==> src/rtl/vector_mem_arb_pkg.sv <==
// Shared types and constants for the vector/scalar memory-port arbiter.
package vector_mem_arb_pkg;

  typedef enum logic {
    ARB    = 1'b0,
    LOCKED = 1'b1
  } arb_state_t;

  // Requester-ID width; a single requester still gets one bit.
  function automatic int id_width(input int n);
    return (n > 1) ? $clog2(n) : 1;
  endfunction

  localparam int REQ_ID_W   = id_width(2);
  localparam int REQ_VECTOR = 0;
  localparam int REQ_SCALAR = 1;

  typedef struct packed {
    logic        unit;
    logic [1:0]  sew;
    logic [31:0] addr;
  } req_hdr_t;

endpackage

==> src/rtl/vector_mem_arbiter_id_fifo.sv <==
// In-order FIFO of requester IDs for reads in flight; one pointer bit beyond
// the address separates full from empty.
module arb_id_fifo #(
  parameter int DEPTH = 4,
  parameter int W     = 1
) (
  input  logic         clk,
  input  logic         rst,
  input  logic         push,
  input  logic         pop,
  input  logic [W-1:0] din,
  output logic [W-1:0] dout,
  output logic         full,
  output logic         empty
);

  localparam int AW = $clog2(DEPTH);

  logic [AW:0]             wr_ptr, rd_ptr;
  logic [DEPTH-1:0][W-1:0] mem;
  logic                    do_push, do_pop;

  assign empty   = (wr_ptr == rd_ptr);
  assign full    = (wr_ptr[AW] != rd_ptr[AW]) && (wr_ptr[AW-1:0] == rd_ptr[AW-1:0]);
  assign do_pop  = pop & ~empty;
  // A same-cycle pop frees the slot the push lands in.
  assign do_push = push & (~full | do_pop);
  assign dout    = mem[rd_ptr[AW-1:0]];

  always_ff @(posedge clk or negedge rst) begin
    if (!rst) begin
      wr_ptr <= '0;
      rd_ptr <= '0;
    end else begin
      if (do_push) wr_ptr <= wr_ptr + 1'b1;
      if (do_pop)  rd_ptr <= rd_ptr + 1'b1;
    end
  end

  always_ff @(posedge clk) begin
    if (do_push) mem[wr_ptr[AW-1:0]] <= din;
  end

endmodule

==> src/rtl/vector_mem_arbiter.sv <==
// Round-robin arbiter for the shared 256-bit memory port, with grant locking
// for multi-beat sequences and in-order read-data steering by requester ID.
module vector_mem_arbiter
  import vector_mem_arb_pkg::*;
#(
  parameter int NUM_REQ         = 2,
  parameter int MAX_OUTSTANDING = 4,
  parameter int DATA_WIDTH      = 256
) (
  input  logic                                clk,
  input  logic                                rst,
  input  logic [NUM_REQ-1:0]                  req_valid_rd,
  input  logic [NUM_REQ-1:0]                  req_valid_wr,
  input  logic [NUM_REQ-1:0]                  req_unit,
  input  logic [NUM_REQ-1:0][1:0]             req_sew,
  input  logic [NUM_REQ-1:0][31:0]            req_address,
  input  logic [NUM_REQ-1:0][DATA_WIDTH-1:0]  req_data_wr,
  input  logic [NUM_REQ-1:0]                  req_lock,
  output logic [NUM_REQ-1:0]                  req_ready,
  output logic [NUM_REQ-1:0]                  rsp_valid,
  output logic [DATA_WIDTH-1:0]               rsp_data,
  input  logic                                mem_ready,
  input  logic                                mem_valid_o,
  input  logic [DATA_WIDTH-1:0]               mem_data_o,
  output logic                                mem_valid_rd,
  output logic                                mem_valid_wr,
  output logic                                mem_unit,
  output logic [1:0]                          mem_sew,
  output logic [31:0]                         mem_address,
  output logic [DATA_WIDTH-1:0]               mem_data_wr,
  output logic                                err_spurious
);

  localparam int ID_W = id_width(NUM_REQ);

  arb_state_t        state, state_nxt;
  logic [ID_W-1:0]   owner, owner_nxt, rr_ptr, rr_nxt, win, head;
  logic [NUM_REQ-1:0] req_any;
  logic              found, win_rd, win_wr, accept;
  logic              fifo_full, fifo_empty, pop, slot_ok;
  req_hdr_t          hdr;

  assign req_any = req_valid_rd | req_valid_wr;

  // Winner: the owner while locked, else first active requester from rr_ptr.
  always_comb begin : pick
    int              idx;
    logic [ID_W-1:0] cand;
    found = 1'b0;
    win   = '0;
    idx   = 0;
    cand  = '0;
    if (state == LOCKED) begin
      found = req_any[owner];
      win   = owner;
    end else begin
      for (int i = 0; i < NUM_REQ; i++) begin
        idx = int'(rr_ptr) + i;
        if (idx >= NUM_REQ) idx = idx - NUM_REQ;
        cand = ID_W'(idx);
        if (!found && req_any[cand]) begin
          found = 1'b1;
          win   = cand;
        end
      end
    end
  end

  assign pop     = mem_valid_o & ~fifo_empty;
  assign slot_ok = ~fifo_full | pop;
  assign win_rd  = found & req_valid_rd[win];
  assign win_wr  = found & req_valid_wr[win] & ~req_valid_rd[win];

  assign mem_valid_rd = rst & win_rd & mem_ready & slot_ok;
  assign mem_valid_wr = rst & win_wr & mem_ready;
  assign accept       = mem_valid_rd | mem_valid_wr;

  always_comb begin
    req_ready   = '0;
    hdr         = '0;
    mem_data_wr = '0;
    if (accept) req_ready[win] = 1'b1;
    if (rst && found) begin
      hdr.unit    = req_unit[win];
      hdr.sew     = req_sew[win];
      hdr.addr    = req_address[win];
      mem_data_wr = req_data_wr[win];
    end
  end

  assign mem_unit    = hdr.unit;
  assign mem_sew     = hdr.sew;
  assign mem_address = hdr.addr;

  // Read data returns in order; the FIFO head names its requester.
  always_comb begin
    rsp_valid = '0;
    rsp_data  = '0;
    if (pop) begin
      rsp_valid[head] = 1'b1;
      rsp_data        = mem_data_o;
    end
  end

  arb_id_fifo #(
    .DEPTH (MAX_OUTSTANDING),
    .W     (ID_W)
  ) u_id_fifo (
    .clk   (clk),
    .rst   (rst),
    .push  (mem_valid_rd),
    .pop   (pop),
    .din   (win),
    .dout  (head),
    .full  (fifo_full),
    .empty (fifo_empty)
  );

  always_comb begin
    state_nxt = state;
    owner_nxt = owner;
    rr_nxt    = rr_ptr;
    case (state)
      ARB: begin
        if (accept) begin
          rr_nxt = (win == ID_W'(NUM_REQ - 1)) ? '0 : win + 1'b1;
          if (req_lock[win]) begin
            state_nxt = LOCKED;
            owner_nxt = win;
          end
        end
      end
      LOCKED: begin
        // Release only on an idle cycle so a beat in flight keeps ownership.
        if (!req_lock[owner] && !accept) state_nxt = ARB;
      end
      default: state_nxt = ARB;
    endcase
  end

  always_ff @(posedge clk or negedge rst) begin
    if (!rst) begin
      state        <= ARB;
      owner        <= '0;
      rr_ptr       <= '0;
      err_spurious <= 1'b0;
    end else begin
      state  <= state_nxt;
      owner  <= owner_nxt;
      rr_ptr <= rr_nxt;
      if (mem_valid_o && fifo_empty) err_spurious <= 1'b1;
    end
  end

endmodule

==> config.mk <==
export PLATFORM = sky130hd
export DESIGN_NAME = vector_mem_arbiter
export DESIGN_NICKNAME = d
export VERILOG_FILES = /design/src/rtl/vector_mem_arb_pkg.sv /design/src/rtl/vector_mem_arbiter_id_fifo.sv /design/src/rtl/vector_mem_arbiter.sv
export SDC_FILE = /design/constraint.sdc
export NUM_CORES = 1
export LEC_CHECK = 0
export CAP_MARGIN = 20
export CORE_AREA = 2 2 541 543
export CTS_CLUSTER_DIAMETER = 40
export CTS_CLUSTER_SIZE = 12
export DETAILED_ROUTE_END_ITERATION = 8
export DIE_AREA = 0 0 543 545
export PLACE_DENSITY_LB_ADDON = 0.08
export SETUP_SLACK_MARGIN = 0.05
export SYNTH_ARGS = -nofsm -noshare
export SYNTH_HDL_FRONTEND = slang
export SYNTH_SLANG_ARGS = --single-unit
==> constraint.sdc <==
create_clock -name clk -period 2.4 [get_ports clk]
set_input_delay 0.24 -clock clk [delete_from_list [all_inputs] [get_ports clk]]
set_output_delay 0.24 -clock clk [all_outputs]
set_load 0.02 [all_outputs]
==> summary.md, run 1 <==
| Metric | Value |
|---|---|
| Die width | between 500 and 600 um |
| Clock transition at path regs | 0.05 ns |
| Nets@finish | between 3k and 4k |
| # H-tree levels | 1 |
| Largest cells by area after synthesis | nand2_1, and3_1, a21oi_1, clkbuf_1, buf_2 |
| CTS Buffer Depth | 2 |
| First-pass iteration count of the detailed router | 4 |
| DP Area | 29700 um2 |
| Post-route setup slack | -0.2042 ns |
| PortBufs | around 1.4k |
| PwrDens | about 900 nW/um2 |
| Num Clock Sinks | 14 |
| Core ar. | 290100 um2 |
| Tot GR Track Use | roughly an eighth |
| Slew Viols, Final | 0 |
| Worst relative slew slack | 69.62% |
| Area Growth Syn to Fin | 421.0% |
| FFs w/ async S/R, synth | 71.43% |
| Final Hold Viols | 0 |
| Via density | roughly 2.5 |
| Mapped Cells | 1372 |
| Syn nets | ~2.2k |
| Antenna viol nets, final | 0 |
| RSZ-0062 raised after global routing | true |
| Status | complete, but fails checks |
| Wire per inst | approximately 28 um |
| Worst path slowest cell | dfrtp_1 |
| Highest metal layer with signal wires | met5 |
| Leak | 14.63 nW |
| Critical path cell sequence | nor2b_4, o21a_4, a31oi_4, nand2_8, buf_16, buf_16, buf_12, a21oi_4, buf_6, buf_12 |
| Crit path kind | reg2out |
| Max Clk Rate | 384.0 MHz |
| Worst IR drop on VDD | roughly 0.35 mV |
| Vias in the first global route | 18.14k |
| Crit Path Max Fanout | 7 |
| Fin area | 35810 um2 |
| Startpoint class of the critical path | flip-flop |
| Largest net degree at the start of global routing | between 80 and 90 |
| Clk_lat worst skew | 0.25 ns |
| Leading area contributor after synthesis | nand2_1 |
| Site row count | 198 |
| Root Buffer | clkbuf_16 |
| Storage element area | 370.4 um2 |
| Footprint of the multi-input gates | 8079 um2 |
| DR WL met2 | 86600 um |
| Synth unique cells | 42 |
| Ys Warns | 0 |
| Cell area after synthesis | 6874 um2 |
| CP Data Required Time | 2.16 ns |
| Vias | 17.59k |
| I/O Pins | 1402 |
| Top-area cell type share of the netlist area | about 32% |
| Initial core utilization | around 2.4% |
| Initial antenna violation count | 147 |
| Setup violations, final | 279 |
| Violated checks | negative setup slack |
| Max cap viols | 0 |
| Fin crit share | 108.5% |
| Arrival @ worst endpoint | 2.36 ns |
| Fin Clk Skew | 0.002516 ns |
| Post-synth EDFFs | 4 |
| DRT iter0 DRCs | 772 |
| Die area | about 300000 um2 |
| DRT Wirelength | roughly 200000 um |
| GP Congestion | 0.8048 |
| Hold WC Path Type | in2reg |
| TritonCTS buffer count | 3 |
| Sequential element share of the synthesized area | 5.388% |
| Die Y | around 550 um |
| Setup TNS | -17.25 ns |
| Ys flop type | dfrtp_1 |
| Met3 WL post-DR | 25560 um |
| HPWL after DPL | about 170000 um |
| Avg Cell Area, Syn | 5.010 um2 |
| Residual DRC count | 0 |
| Wire length of the first global-routing pass | 231200 um |
| CTS tree | yes |
| Register bit total from synthesis | 14 |
| Share of layout cells above drive strength 1 | 42.04% |
| GRT overflow | 0 |
| CP Capture Type | output port |
| Met1 WL | 81480 um |
| CP max stage delay | 0.42 ns |
| Hold_buf cts | 0 |
| Worst-margin pin slew | 0.4573 ns |
| Post-layout min period | 2.604 ns |
| Filler cells | roughly 33k |
-- metal layers --
layer  vias to the layer above  track usage (%)
li1                       7964                -
met1                      8274            14.82
met2                      1042            19.59
met3                       198            7.290
met4                       112           0.5670
met5                         -                0
-- registers in the layout, indices dropped and copies added, names as in the netlist --
register / count
u_id_fifo.mem: 4
u_id_fifo.rd_ptr: 3
u_id_fifo.wr_ptr: 3
err_spurious: 1
owner: 1
rr_ptr: 1
state: 1
-- path summary, 6_finish.rpt --
kind | slack, ns | endpoint | cells past startpoint | startpoint
worst max register to register | 0.26 | u_id_fifo.wr_ptr[1]$_DFFE_PN0P_ | 7 | state$_DFF_PN0_
min in group asynchronous | 0.50 | u_id_fifo.wr_ptr[0]$_DFFE_PN0P_ | 3 | rst
worst min-delay path | 0.44 | err_spurious$_DFFE_PN0P_ | 3 | mem_valid_o
max in group asynchronous | 1.74 | state$_DFF_PN0_ | 3 | rst
worst max-delay path | -0.20 | mem_data_wr[67] | 10 | state$_DFF_PN0_
worst min register to register | 0.51 | err_spurious$_DFFE_PN0P_ | 1 | err_spurious$_DFFE_PN0P_
-- logic make-up (layout without fill, tap and decap cells) --
kind of cell             Yosys count  after routing  synth area share (%)
other                              0             26                     0
XOR/XNOR                           7              7                0.8919
flip-flops                        14             14                 5.388
AO/OA/AOI/OAI                    309            309                 23.44
adder cells (fa/ha/maj)            5              5                0.9101
buffers and inverters            164           1818                 10.78
multiplexers                       5              5                0.9828
AND/OR/NAND/NOR                  868            868                 57.61
-- worst max-delay path: cells and delay by family, from the launching register on --
family | cells | cell delay (ns)
DFF | 1 | 0.42
buffers and inverters | 5 | 0.75
and+or+nand+nor | 2 | 0.25
AOI/OAI and AO/OA | 3 | 0.61
-- synth_stat cells, types with 4 or more instances --
cell type	count
xnor2_1	4
a21oi_1	294
and2_1	4
dfrtp_1	10
and3_1	257
buf_2	55
inv_1	7
ha_1	5
edfxtp_1	4
buf_1	4
nand2_1	589
nor2_1	5
clkbuf_1	84
buf_4	11
-- final cells by class --
type                       count  share of cell area [%]
timing repair buffer        1805                   62.18
multi-input combinational   1194                   22.56
tap                         3900                   13.63
sequential                    14                   1.034
clock buffer                   4                  0.2201
antenna                       26                  0.1817
inverter                       8                  0.1572
timing repair inverter         1                 0.04542
-- through the flow --
stage / setup slack, ns / hold slack (ns) / utilization [%] / instances / total power [mW]
after global placement: -0.9115 / 0.4884 / 10.24 / 6743 / 24.86
after CTS: -0.2378 / 0.4542 / 11.51 / 6878 / 29.95
final: -0.2042 / 0.4384 / 12.35 / 6952 / 32.23
after floorplan: 0.4788 / -0.05559 / - / 1372 / 8.430
after global routing: -0.2705 / 0.4949 / 12.32 / 6927 / 34.07
after detailed placement: -0.9136 / 0.4927 / 10.24 / 6743 / 24.62
-- power breakdown --
part           total, mW  internal (mW)  switching (mW)
Clock              0.329          0.225           0.104
Combinational       31.5           15.5            16.0
Sequential         0.428          0.343          0.0848
Total               32.2           16.0            16.2
-- layout by cell type, fill, tap and decap left out, types with 3 or more instances in the layout --
master	n
and3_1	245
buf_16	44
inv_1	7
and3_4	12
dlymetal6s2s_1	46
dfrtp_1	10
clkdlybuf4s50_1	861
nand2_1	444
mux2_2	3
ha_1	5
and2_1	4
buf_8	34
buf_4	240
clkdlybuf4s15_2	11
nand2_8	5
nor2_1	4
a21oi_2	102
a21oi_4	101
nand2_4	50
dlygate4sd2_1	8
nand2_2	90
clkbuf_16	21
buf_12	324
buf_2	11
diode_2	26
a21oi_1	91
edfxtp_1	4
xor2_1	3
buf_6	204
-- timing repair --
action | in CTS | in global routing
setup endpoints to repair | 436 | 485
resized for setup | 1358 | 494
endpoints found under the hold margin | 0 | 0
buffers inserted | 96 | 58
pin swaps | 61 | 74
cloned | 37 | 18
No activity file was read; power rests on OpenSTA's default activity.
==> run 2, diff against run 1 <==
--- a/config.mk
+++ b/config.mk
@@ -11,6 +11,7 @@
 export CTS_CLUSTER_SIZE = 12
 export DETAILED_ROUTE_END_ITERATION = 8
 export DIE_AREA = 0 0 543 545
+export GPL_TIMING_DRIVEN = 0
 export PLACE_DENSITY_LB_ADDON = 0.08
 export SETUP_SLACK_MARGIN = 0.05
 export SYNTH_ARGS = -nofsm -noshare
==> run 2 against run 1 <==
Effect of this change: the run still ends with negative setup slack left; sequential share of layout area grew 0.20 points; worst hold slack got worse by 0.43 ns; core utilization shrank 1.9 points; final cell count decreased by 2.0%; clock skew grew 0.00089 ns; maximum frequency fell by 0.41%; critical path type unchanged; critical endpoint is now mem_data_wr[83]; largest cell class unchanged.
==> summary.md, run 2 (synthesis results as in run 1) <==
| Metric | Value |
|---|---|
| DP Area | 25820 um2 (was 29700 um2) |
| Wire per inst | 29.66 um (was 28.14 um) |
| Fin area | 30350 um2 (was 35810 um2) |
| Worst IR drop on VDD | 0.3143 mV (was 0.3484 mV) |
| Startpoint class of the critical path | flip-flop (unchanged) |
| Arrival @ worst endpoint | 2.37 ns (was 2.36 ns) |
| DRT iter0 DRCs | 817 (was 772) |
| First-pass iteration count of the detailed router | 4 (unchanged) |
| Share of layout cells above drive strength 1 | 34.65% (was 42.04%) |
| Status | complete, but fails checks (unchanged) |
| Fin crit share | 109.0% (was 108.5%) |
| PwrDens | 891.1 nW/um2 (was 899.8 nW/um2) |
| Site row count | 198 (unchanged) |
| TritonCTS buffer count | 3 (unchanged) |
| Setup violations, final | 306 (was 279) |
| Residual DRC count | 0 (unchanged) |
| Via density | 2.479 (was 2.530) |
| Largest net degree at the start of global routing | 14 (was 82) |
| Worst relative slew slack | 62.23% (was 69.62%) |
| Core ar. | 290100 um2 (unchanged) |
| Crit Path Max Fanout | 8 (was 7) |
| Area Growth Syn to Fin | 341.5% (was 421.0%) |
| CP max stage delay | 0.43 ns (was 0.42 ns) |
| Max Clk Rate | 382.4 MHz (was 384.0 MHz) |
| I/O Pins | 1402 (unchanged) |
| Setup TNS | -21.53 ns (was -17.25 ns) |
| GP Congestion | 0.8219 (was 0.8048) |
| DRT Wirelength | 202100 um (was 195600 um) |
| Initial antenna violation count | 100 (was 147) |
| CP bufs+invs | 7 (was 5) |
| Clock transition at path regs | 0.05 ns (about the same) |
| Fin Clk Skew | 0.003402 ns (was 0.002516 ns) |
| Violated checks | negative setup slack (unchanged) |
| Initial core utilization | 2.370% (unchanged) |
| Max cap viols | 0 (unchanged) |
| Post-route setup slack | -0.2150 ns (was -0.2042 ns) |
| Vias | 16.89k (was 17.59k) |
| CTS Buffer Depth | 2 (unchanged) |
| Vias in the first global route | 17.11k (was 18.14k) |
| HPWL after DPL | 179900 um (was 168800 um) |
| Leak | 12.40 nW (was 14.63 nW) |
| Hold_buf cts | 0 (unchanged) |
| Nets@finish | 3740 (was 3880) |
| Cell family with most CP delay | buffers and inverters (unchanged) |
| Die Y | 545 um (unchanged) |
| RSZ-0062 raised after global routing | true (unchanged) |
| Post-Route Utilization | 10.46% (was 12.35%) |
| Final Hold Viols | 0 (unchanged) |
| Crit path kind | reg2out (unchanged) |
| Wire length of the first global-routing pass | 232000 um (was 231200 um) |
| Commonest non-fill, non-tap cells in the layout | clkdlybuf4s50_1, nand2_1, and3_1 (was clkdlybuf4s50_1, nand2_1, buf_12) |
| Root Buffer | clkbuf_16 (unchanged) |
| Most common cell after layout, fill and taps aside | clkdlybuf4s50_1 (unchanged) |
| Worst R2R Setup Slack | 0.35 ns (was 0.26 ns) |
| Post-layout min period | 2.615 ns (was 2.604 ns) |
| CP Data Required Time | 2.16 ns (about the same) |
| Die area | 295900 um2 (unchanged) |
| Die width | 543 um (unchanged) |
| CTS tree | yes (unchanged) |
| Total Power | 27.04 mW (was 32.23 mW) |
| # H-tree levels | 1 (unchanged) |
| PortBufs | 1400 (was 1401) |
| Tot GR Track Use | 12.50% (was 12.32%) |
| Hold WC Path Type | in2async (was in2reg) |
| CP Capture Type | output port (unchanged) |
| Hold slack | 0.005993 ns (was 0.4384 ns) |
| Antenna viol nets, final | 0 (unchanged) |
| Clk_lat worst skew | 0.25 ns (about the same) |
| Slew Viols, Final | 0 (unchanged) |
| Critical path cell sequence | buf_6, o21a_4, buf_12, clkinv_16, buf_16, buf_12, buf_12, nand2_4, a21oi_4, buf_6 (was nor2b_4, o21a_4, a31oi_4, nand2_8, buf_16, buf_16, buf_12, a21oi_4, buf_6, buf_12) |
| Crit-path most repeated cell | buf_12 |
| Worst path slowest cell | dfrtp_2 (was dfrtp_1) |
| Max reg flops | 4 (unchanged) |
| Num Clock Sinks | 14 (unchanged) |
| GRT overflow | 0 (unchanged) |
| Worst-margin pin slew | 0.5689 ns (was 0.4573 ns) |
[run 2: layer usage]
| metal | vias up | GRT usage [%] | share of wire, % |
|---|---|---|---|
| met5 | - | 0 | 0.23 |
| met4 | 68 | 0.7061 | 0.65 |
| met3 | 119 | 6.832 | 12 |
| met2 | 1025 | 19.51 | 44 |
| met1 | 8010 | 15.61 | 43 |
| li1 | 7667 | - | - |
[run 2: where the power goes]
group | internal (mW) | switching (mW) | total [mW]
registers | 0.349 | 0.102 | 0.451
logic | 10.6 | 15.6 | 26.2
clock network | 0.253 | 0.111 | 0.364
total | 11.2 | 15.9 | 27.0
[run 2: path summary, 6_finish.rpt]
check	startpoint	end	cells after the start
min	rst	u_id_fifo.rd_ptr[0]$_DFFE_PN0P_	1
max in group asynchronous	rst	u_id_fifo.wr_ptr[0]$_DFFE_PN0P_	1
min in group clk	err_spurious$_DFFE_PN0P_	err_spurious$_DFFE_PN0P_	1
min reg2reg	err_spurious$_DFFE_PN0P_	err_spurious$_DFFE_PN0P_	1
max reg2reg	state$_DFF_PN0_	u_id_fifo.mem[0]$_DFFE_PP_	5
max	state$_DFF_PN0_	mem_data_wr[83]	10
[run 2: cell type report]
cell class                      instances  area, um2
Fill cell                           33820     259800
Buffer                                153       1951
Tap cell                             3900       4880
Timing Repair Buffer                 1513      15230
Sequential cell                        14      375.4
Inverter                                8      56.30
Clock buffer                            4      88.84
Antenna cell                           28      70.07
Multi-Input combinational cell       1194       7697
[run 2: through the flow]
stage / worst slack, ns / instances
after floorplan: 0.4788 / 1372
after global placement: -3.353 / 6672
after detailed placement: -2.642 / 6674
after CTS: -0.2982 / 6697
after global routing: -0.2894 / 6787
final: -0.2150 / 6814
[run 2: worst reg2reg max path: cells and delay by family (launching register included)]
family,cells,cell delay (ns)
AOI/OAI and AO/OA,1,0.42
buffers and inverters,1,0.15
and+or+nand+nor,3,0.77
DFF,1,0.43
[run 2: timing repair]
item | CTS | global route
setup endpoints to repair | 561 | 550
pin swaps | 32 | 71
buffers inserted | 15 | 64
resized for setup | 2010 | 1154
cloned | 4 | 28
==> run 3, diff against run 2 <==
--- a/config.mk
+++ b/config.mk
@@ -5,14 +5,13 @@
 export SDC_FILE = /design/constraint.sdc
 export NUM_CORES = 1
 export LEC_CHECK = 0
-export CAP_MARGIN = 20
 export CORE_AREA = 2 2 541 543
 export CTS_CLUSTER_DIAMETER = 40
 export CTS_CLUSTER_SIZE = 12
 export DETAILED_ROUTE_END_ITERATION = 8
 export DIE_AREA = 0 0 543 545
 export GPL_TIMING_DRIVEN = 0
-export PLACE_DENSITY_LB_ADDON = 0.08
+export PLACE_DENSITY_LB_ADDON = 0.12
 export SETUP_SLACK_MARGIN = 0.05
 export SYNTH_ARGS = -nofsm -noshare
 export SYNTH_HDL_FRONTEND = slang
==> run 3 against run 2 <==
Effect of this change: the run still ends with negative setup slack left; critical endpoint is now mem_data_wr[88]; highest routed layer unchanged; setup slack got worse by 0.20 ns; largest power group unchanged; critical path type unchanged; die area unchanged; routed wire length increased by 4.8%; worst hold slack improved by 0.0097 ns; final cell count increased by 0.18%; non-clock buffer count increased by 24; core utilization increased by 0.77 points; power increased by 3.9%.
==> summary.md, run 3 (synthesis results as in run 1) <==
| Metric | Value |
|---|---|
| Status | complete, but fails checks (unchanged) |
| Violated checks | negative setup slack (unchanged) |
| Net Sw Frac | 59.86% (was 58.61%) |
| GP Congestion | 0.9441 (was 0.8219) |
| Final Hold Viols | 0 (unchanged) |
| Fin area | 32580 um2 (was 30350 um2) |
| Power Internal | 11.28 mW (was 11.19 mW) |
| Leak | 13.04 nW (was 12.40 nW) |
| Filler cells | 33.71k (was 33.82k) |
| Final Non-Filler Cells | 6826 (was 6814) |
| DP Area | 25790 um2 (was 25820 um2) |
| Post-Route Utilization | 11.23% (was 10.46%) |
| Arrival @ worst endpoint | 2.57 ns (was 2.37 ns) |
| TritonCTS buffer count | 3 (unchanged) |
| Nets@finish | 3764 (was 3740) |
| # H-tree levels | 1 (unchanged) |
| Tot GR Track Use | 13.46% (was 12.50%) |
| Hold WC Path Type | in2async (unchanged) |
| Clk_lat worst skew | 0.25 ns (about the same) |
| Die Y | 545 um (unchanged) |
| CP max stage delay | 0.42 ns (was 0.43 ns) |
| Via density | 2.533 (was 2.479) |
| CTS tree | yes (unchanged) |
| Max cap viols | 0 (unchanged) |
| Residual DRC count | 0 (unchanged) |
| Cell family with most CP delay | buffers and inverters (unchanged) |
| Vias in the first global route | 17.77k (was 17.11k) |
| PwrDens | 862.8 nW/um2 (was 891.1 nW/um2) |
| Most common cell after layout, fill and taps aside | clkdlybuf4s50_1 (unchanged) |
| PortBufs | 1400 (unchanged) |
| Antenna viol nets, final | 0 (unchanged) |
| Post-route setup slack | -0.4110 ns (was -0.2150 ns) |
| Pre-CTS WS | -2.632 ns (was -2.642 ns) |
| Crit path kind | reg2out (unchanged) |
| I/O Pins | 1402 (unchanged) |
| Startpoint class of the critical path | flip-flop (unchanged) |
| Max reg flops | 4 (unchanged) |
| CP Data Required Time | 2.16 ns (about the same) |
| Crit Path Max Fanout | 7 (was 8) |
| Worst relative slew slack | 53.01% (was 62.23%) |
| Wire per inst | 31.03 um (was 29.66 um) |
| Die width | 543 um (unchanged) |
| Setup TNS | -58.61 ns (was -21.53 ns) |
| Num Clock Sinks | 14 (unchanged) |
| Setup violations, final | 297 (was 306) |
| Max Clk Rate | 355.7 MHz (was 382.4 MHz) |
| Sequential power share | 1.6% (was 1.7%) |
| R2R depth | 6 (was 5) |
| Core ar. | 290100 um2 (unchanged) |
| DRT Wirelength | 211800 um (was 202100 um) |
| Clock power share | 1.3% (about the same) |
| Area Growth Syn to Fin | 374.0% (was 341.5%) |
| First-pass iteration count of the detailed router | 5 (was 4) |
| Total Power | 28.11 mW (was 27.04 mW) |
| DRT iter0 DRCs | 987 (was 817) |
| Vias | 17.29k (was 16.89k) |
| Share of layout cells above drive strength 1 | 40.93% (was 34.65%) |
| Initial core utilization | 2.370% (unchanged) |
| Post-layout min period | 2.811 ns (was 2.615 ns) |
| Commonest non-fill, non-tap cells in the layout | clkdlybuf4s50_1, nand2_1, buf_6 (was clkdlybuf4s50_1, nand2_1, and3_1) |
| Footprint of the multi-input gates | 9148 um2 (was 7697 um2) |
| Switching power | 16.83 mW (was 15.85 mW) |
| Wire length of the first global-routing pass | 247500 um (was 232000 um) |
| GRT overflow | 0 (unchanged) |
| CP Capture Type | output port (unchanged) |
| Die area | 295900 um2 (unchanged) |
| HPWL after DPL | 189300 um (was 179900 um) |
| Initial antenna violation count | 79 (was 100) |
| Placed insts | 6673 (was 6674) |
| Slew Viols, Final | 0 (unchanged) |
| CTS Buffer Depth | 2 (unchanged) |
| CP bufs+invs | 4 (was 7) |
| Clock transition at path regs | 0.05 ns (about the same) |
| Critical path cell sequence | nor2b_4, o21a_4, a31oi_4, nand2_4, buf_16, buf_16, clkbuf_16, a21oi_4, buf_6 (was buf_6, o21a_4, buf_12, clkinv_16, buf_16, buf_12, buf_12, nand2_4, a21oi_4, buf_6) |
| Comb pwr share | 97.1% (was 97.0%) |
| WP depth | 9 (was 10) |
| RSZ-0062 raised after global routing | true (unchanged) |
| Storage element area | 375.4 um2 (unchanged) |
| Crit-path most repeated cell | buf_16 (was buf_12) |
| Largest net degree at the start of global routing | 14 (unchanged) |
| Hold_buf cts | 0 (unchanged) |
| Fin Clk Skew | 0.002416 ns (was 0.003402 ns) |
| Site row count | 198 (unchanged) |
| Hold slack | 0.01569 ns (was 0.005993 ns) |
| Root Buffer | clkbuf_16 (unchanged) |
| Worst IR drop on VDD | 0.2944 mV (was 0.3143 mV) |
| Fin crit share | 117.1% (was 109.0%) |
| Worst-margin pin slew | 0.7049 ns (was 0.5689 ns) |
| Worst path slowest cell | dfrtp_1 (was dfrtp_2) |
==> run 3: cell count changes in the layout (fill, tap and decap cells not counted), sizes merged <==
cell / previous run / this run
bufbuf: 0 / 2
clkinv: 1 / 0
dlygate4sd2: 91 / 4
clkdlybuf4s15: 94 / 0
clkbuf: 120 / 184
buf: 473 / 606
inv: 7 / 8
clkdlybuf4s18: 2 / 1
diode: 28 / 16
clkdlybuf4s50: 855 / 842
dlymetal6s2s: 35 / 55
==> run 3: routing by layer <==
metal	vias up	track usage (%)	share of wire (%)	wire, um
met5	-	0.5519	0.28	599
met2	1091	20.73	43	91040
li1	7701	-	-	-
met1	8286	17.70	45	94930
met4	56	1.207	1.2	2473
met3	156	5.950	11	22750
==> run 3: timing repair <==
action,in CTS,in global routing
hold endpoints to repair,0,0
cloned,35,4
pin swaps,56,4
endpoints found under the setup margin,562,552
buffers inserted,40,61
gates resized for setup,2325,1805
==> run 3: area by class of cell <==
cell class                      count  share of cell area, %
Timing Repair Buffer             1535                  49.34
Clock buffer                        4                 0.2727
Inverter                            8                 0.1421
Buffer                            155                  5.914
Sequential cell                    14                  1.152
Tap cell                         3900                  14.98
Multi-Input combinational cell   1194                  28.08
Antenna cell                       16                 0.1229
==> run 3: worst paths after layout <==
path | from | end | slack (ns)
setup reg to reg | state$_DFF_PN0_ | u_id_fifo.wr_ptr[1]$_DFFE_PN0P_ | 0.27
hold reg to reg | err_spurious$_DFFE_PN0P_ | err_spurious$_DFFE_PN0P_ | 0.51
setup / recovery | state$_DFF_PN0_ | mem_data_wr[88] | -0.41
min in group clk | mem_valid_o | err_spurious$_DFFE_PN0P_ | 0.51
max in group asynchronous | rst | rr_ptr$_DFFE_PN0P_ | 2.07
hold / removal | rst | err_spurious$_DFFE_PN0P_ | 0.02
==> run 3: power groups by stage <==
stage	Combinational, mW	Sequential, mW	Clock, mW
finish	27.3	0.454	0.361
global route	28.7	0.464	0.380
CTS	25.4	0.449	0.367
detailed placement	21.4	0.447	0
global placement	21.5	0.445	0
floorplan	8.00	0.425	0
==> RTL change 1 (flow settings as in run 3) <==
`MAX_OUTSTANDING`: 4 -> 8.
--- a/src/rtl/vector_mem_arbiter.sv
+++ b/src/rtl/vector_mem_arbiter.sv
@@ -5,5 +5,5 @@
 #(
   parameter int NUM_REQ         = 2,
-  parameter int MAX_OUTSTANDING = 4,
+  parameter int MAX_OUTSTANDING = 8,
   parameter int DATA_WIDTH      = 256
 ) (
Function: same outputs for any inputs over 4 cycles, from zero or initial values and one cycle with rst low; that may be too few to reach the edited logic, so the function may still have changed.
==> RTL change 1 against run 3 <==
- the run still ends with setup timing left
- die area stayed put
- setup slack better by 120 ps
- design area is 4.1% lower
- sequential cell count is 6 higher
- power is 19% lower
- wire length is 1.6% lower
- area after synthesis is 3.1% higher
- sequential power is 28% higher
==> RTL change 1: results (changes against run 3) <==
| Metric | Value |
|---|---|
| Vias in the first global route | 17,660 (-0.60%) |
| Routed vias/inst | 2.577 (+1.7%) |
| Register area share after synthesis | 0.07630 (+0.02242) |
| Synth area leaders | nand2_1 (31%), and3_1 (23%), a21oi_1 (21%) |
| Wirelength per Cell | 30.23 um (-2.6%) |
| Syn nets | 2,235 (+0.45%) |
| Slowest Stage Delay on Critical Path | 390 ps (-30 ps) |
| Worst Path Arrival | 2450 ps (-120 ps) |
| Final WS setup | -294.6 ps (+116.4 ps) |
| Ys async rst share | 0.6000 (-0.1143) |
| Crit-path max FO | 10 (+3) |
| Worst path depth | 10 (+1) |
| Initial antenna violation count | 163 (+110%) |
| Clock latency on the worst-skew pair | 270 ps (+20 ps) |
| Final net count | 3,815 (+1.4%) |
| Post-synth EDFFs | 8 (+4) |
| Netlist cell types | 45 (+7.1%) |
| Worst-margin pin slew | 579.8 ps (-125.1 ps) |
| Iteration-0 DRC Markers | 848 (-14%) |
| Peak VDD IR | 0.0002587 V (-12%) |
| Detail Placement HPWL | 186.4 mm (-1.5%) |
| Max FFs per register | 8 (+4) |
| Pre-CTS setup slack | -2690 ps (-57.63 ps) |
| Total Routing Usage GR | 0.1305 (-0.004167) |
| Failing checks | setup timing |
| Clock Pin Slew Worst Setup and Hold Paths | 70 ps (+20 ps) |
| Outcome | complete, but fails checks |
| # setup viols final | 521 (+75%) |
| Net Sw Frac | 0.5377 (-0.06090) |
| Final RePlAce weighted congestion | 0.8223 (-13%) |
| Largest net degree at the start of global routing | 18 (+4) |
RTL change 1: cell types whose count changed in the layout (fill, tap and decap cells not counted), sizes merged, moves of 4 or more:
| cell | delta |
|---|---|
| diode | +13 |
| clkbuf | -50 |
| buf | +21 |
| nor3 | +4 |
| edfxtp | +4 |
| dlygate4sd2 | +39 |
| dlymetal6s2s | -45 |
| nor2 | +5 |
| clkdlybuf4s15 | +77 |
RTL change 1: kinds of logic (layout without fill, tap and decap cells):
family	after synthesis	in the layout	synth area share
adders and majority gates	2	2	0.003532
xor gates and xnor gates	10	10	0.01236
other	0	29	0
and+or+nand+nor	877	878	0.5636
AOI/OAI and AO/OA	305	305	0.2257
muxes	6	6	0.01254
DFF	20	20	0.07630
buffers and inverters	165	1743	0.1060
RTL change 1: worst paths after layout:
kind	to	startpoint	slack, ps
max	rsp_data[159]	u_id_fifo.wr_ptr[0]	-290
min	u_id_fifo.wr_ptr[1]	rst	30
min reg2reg	err_spurious	err_spurious	470
min in group clk	err_spurious	err_spurious	470
max in group asynchronous	rr_ptr	rst	1990
max reg2reg	state	u_id_fifo.rd_ptr[3]	220
RTL change 1: metal layers:
layer	track usage	wire length (um)
met1	0.1200	66920
met2	0.2618	112600
met3	0.05392	20490
met4	0.02883	7782
met5	0	622
RTL change 1: area by class of cell:
type                    instances  area [um2]
multi-input cells            1201        7771
well taps                    3900        4880
diodes                         29       72.57
repair buffers               1577       15720
fillers                     33840      258800
clock buffers                   3       75.07
plain buffers                 156        2127
flip-flops and latches         20       543.0
inverters                       6       38.79
clock inverters                 1       30.03
RTL change 1: power groups by stage:
| stage | clock [mW] | combinational (mW) | sequential (mW) |
|---|---|---|---|
| final | 0.493 | 21.7 | 0.581 |
| after global routing | 0.527 | 22.8 | 0.595 |
| after CTS | 0.518 | 18.4 | 0.556 |
| after detailed placement | 0 | 16.1 | 0.565 |
| after global placement | 0 | 16.2 | 0.564 |
| after floorplan | 0 | 6.38 | 0.545 |
RTL change 1: metrics by stage:
step | utilization | TNS (ps) | instances | area [um2] | hold slack [ps]
CTS | 0.09735 | -167870 | 6744 | 28240 | 42.66
floorplan | - | 0 | 1385 | 7084 | -55.59
global placement | 0.08955 | -818170 | 6685 | 25980 | 457.2
global route | 0.1075 | -105650 | 6870 | 31200 | 45.32
detailed placement | 0.08955 | -817120 | 6685 | 25980 | 461.5
finish | 0.1077 | -65250 | 6893 | 31260 | 29.24
RTL change 1: timing repair:
item / 4_1_cts / 5_1_grt
setup endpoints to repair: 578 / 553
buffers inserted: 42 / 103
pin swaps: 33 / 67
gates resized for setup: 1677 / 1939
gates cloned: 14 / 24
RTL change 1: worst reg2reg max path: stages (launching register included):
cell	delay, ps
dfrtp_1	450
xnor2_4	410
nor2_1	180
a311o_4	490
buf_4	170
a22o_1	180
a221oi_2	210
==> RTL change 2 (settings of run 3) <==
Made on the original files. Make the reset (`rst`) synchronous in 2 clocked blocks.
--- a/src/rtl/vector_mem_arbiter_id_fifo.sv
+++ b/src/rtl/vector_mem_arbiter_id_fifo.sv
@@ -28,5 +28,5 @@
   assign dout    = mem[rd_ptr[AW-1:0]];
 
-  always_ff @(posedge clk or negedge rst) begin
+  always_ff @(posedge clk) begin
     if (!rst) begin
       wr_ptr <= '0;
--- a/src/rtl/vector_mem_arbiter.sv
+++ b/src/rtl/vector_mem_arbiter.sv
@@ -139,5 +139,5 @@
   end
 
-  always_ff @(posedge clk or negedge rst) begin
+  always_ff @(posedge clk) begin
     if (!rst) begin
       state        <= ARB;
Behaviour: not the same (a bounded check fails within 4 cycles, from zero or initial values and one cycle with rst low; the reset may be asserted at any time).
==> RTL change 2 against run 3 <==
- the flow still finishes with violations (setup timing)
- design area rose by 3.4%
- sequential cell count unchanged
- wire length grew 3.5%
- non-clock buffer count up 29
- setup slack worse by 1.9 ps
- synthesized cell count decreased by 1.7%
- area after synthesis up 6.1%
- clock skew barely moved
- critical path type is now input pin to primary output
Power is not compared: it rests on default switching activity, and its combinational part moved more than twofold at a synthesized area within 25%.
==> RTL change 2: results (changes against run 3) <==
| Metric | Value |
|---|---|
| Final WS setup | -413.0 ps (-1.948 ps) |
| Reg2Reg Setup Slack | 670 ps (+400 ps) |
| Ant diodes | 38 (+22) |
| FF-to-FF End | u_id_fifo.mem[2] |
| Resize count post-CTS | 3,460 (+49%) |
| Cell Count Post-Placement | 6,649 (-0.36%) |
| Final net count | 3,799 (+0.93%) |
| Buffer share of cell area | 0.5434 (-0.009152) |
| Total Routing Usage GR | 0.1407 (+0.006083) |
| Seq area share | 0.009913 (-0.001607) |
| Syn nets | 2,201 (-1.1%) |
| Postcts setup bufs | 122 (+200%) |
| Setup crit start | req_valid_rd[0] |
| Failing checks | setup timing |
| Routed wl met3 | 25.00 mm (+9.9%) |
| Met2 routed WL | 92.51 mm (+1.6%) |
| Layout cells sized above 1 | 0.4903 (+0.08104) |
| # setup viols final | 278 (-6.4%) |
| Wirelength per Cell | 31.86 um (+2.7%) |
| Initial antenna violation count | 155 (+96%) |
| CP endpoint | mem_data_wr[156] |
| Utilization after layout | 0.1162 (+0.003852) |
| Netlist cell types | 44 (+4.8%) |
| Mapped Cells | 1,348 (-1.7%) |
| Slowest Stage Delay on Critical Path | 350 ps (-70 ps) |
| Metal-1 WL | 99.11 mm (+4.4%) |
| Synth Area in Compound Gates | 0.2697 (+0.03529) |
| Fill cells | 33,610 (-0.31%) |
| Via total after detailed routing | 16,980 (-1.8%) |
| Routing usage on met2 | 0.2165 (+0.009201) |
| PortBufs | 1,401 (+0.071%) |
| Most used DFF post-synth | dfxtp_1 |
| Reg area | 334.1 um2 (-11%) |
| Synth area leaders | nand2_1 (30%), and2_1 (22%), a21oi_1 (13%) |
| Pre-CTS setup slack | -2841 ps (-209.1 ps) |
| Multi-input gates | 1,197 (+0.25%) |
| Multi-input logic portion of the cell area | 0.2947 (+0.01393) |
| Slowest CP cell | a21oi_4 |
| Outcome | complete, but fails checks |
| Iteration-0 DRC Markers | 706 (-28%) |
| Worst Hold Class | flop to flop |
| Register area share after synthesis | 0.04393 (-0.009951) |
| Final non-filler cell total | 6,883 (+0.84%) |
| Post-Synth XOR/XNOR Area | 0.008236 (-0.0006827) |
| TNS Setup | -53,130 ps (+5474 ps) |
[RTL change 2: changes by cell type in the layout (fill, tap and decap cells not counted), moves of 59 or more]
| cell | delta |
|---|---|
| a21oi_2 | +90 |
| a21oi_4 | -87 |
| and2_1 | +223 |
| and3_1 | -201 |
| clkdlybuf4s15_2 | +59 |
| nand2_1 | -213 |
| nand2_4 | +156 |
[RTL change 2: worst min-delay path by stage]
stage	startpoint	end	depth (start not counted)
detailed placement	rr_ptr	rr_ptr	2
global placement	rr_ptr	rr_ptr	2
floorplan	req_lock[0]	state	2
CTS	u_id_fifo.wr_ptr[2]	u_id_fifo.wr_ptr[2]	2
global route	u_id_fifo.wr_ptr[2]	u_id_fifo.wr_ptr[2]	2
finish	err_spurious	err_spurious	2
[RTL change 2: worst max-delay path, delay by kind of cell]
family,cells,cell delay (ps)
AO/OA/AOI/OAI,3,620
buffers and inverters,10,1390
AND/OR/NAND/NOR,2,280
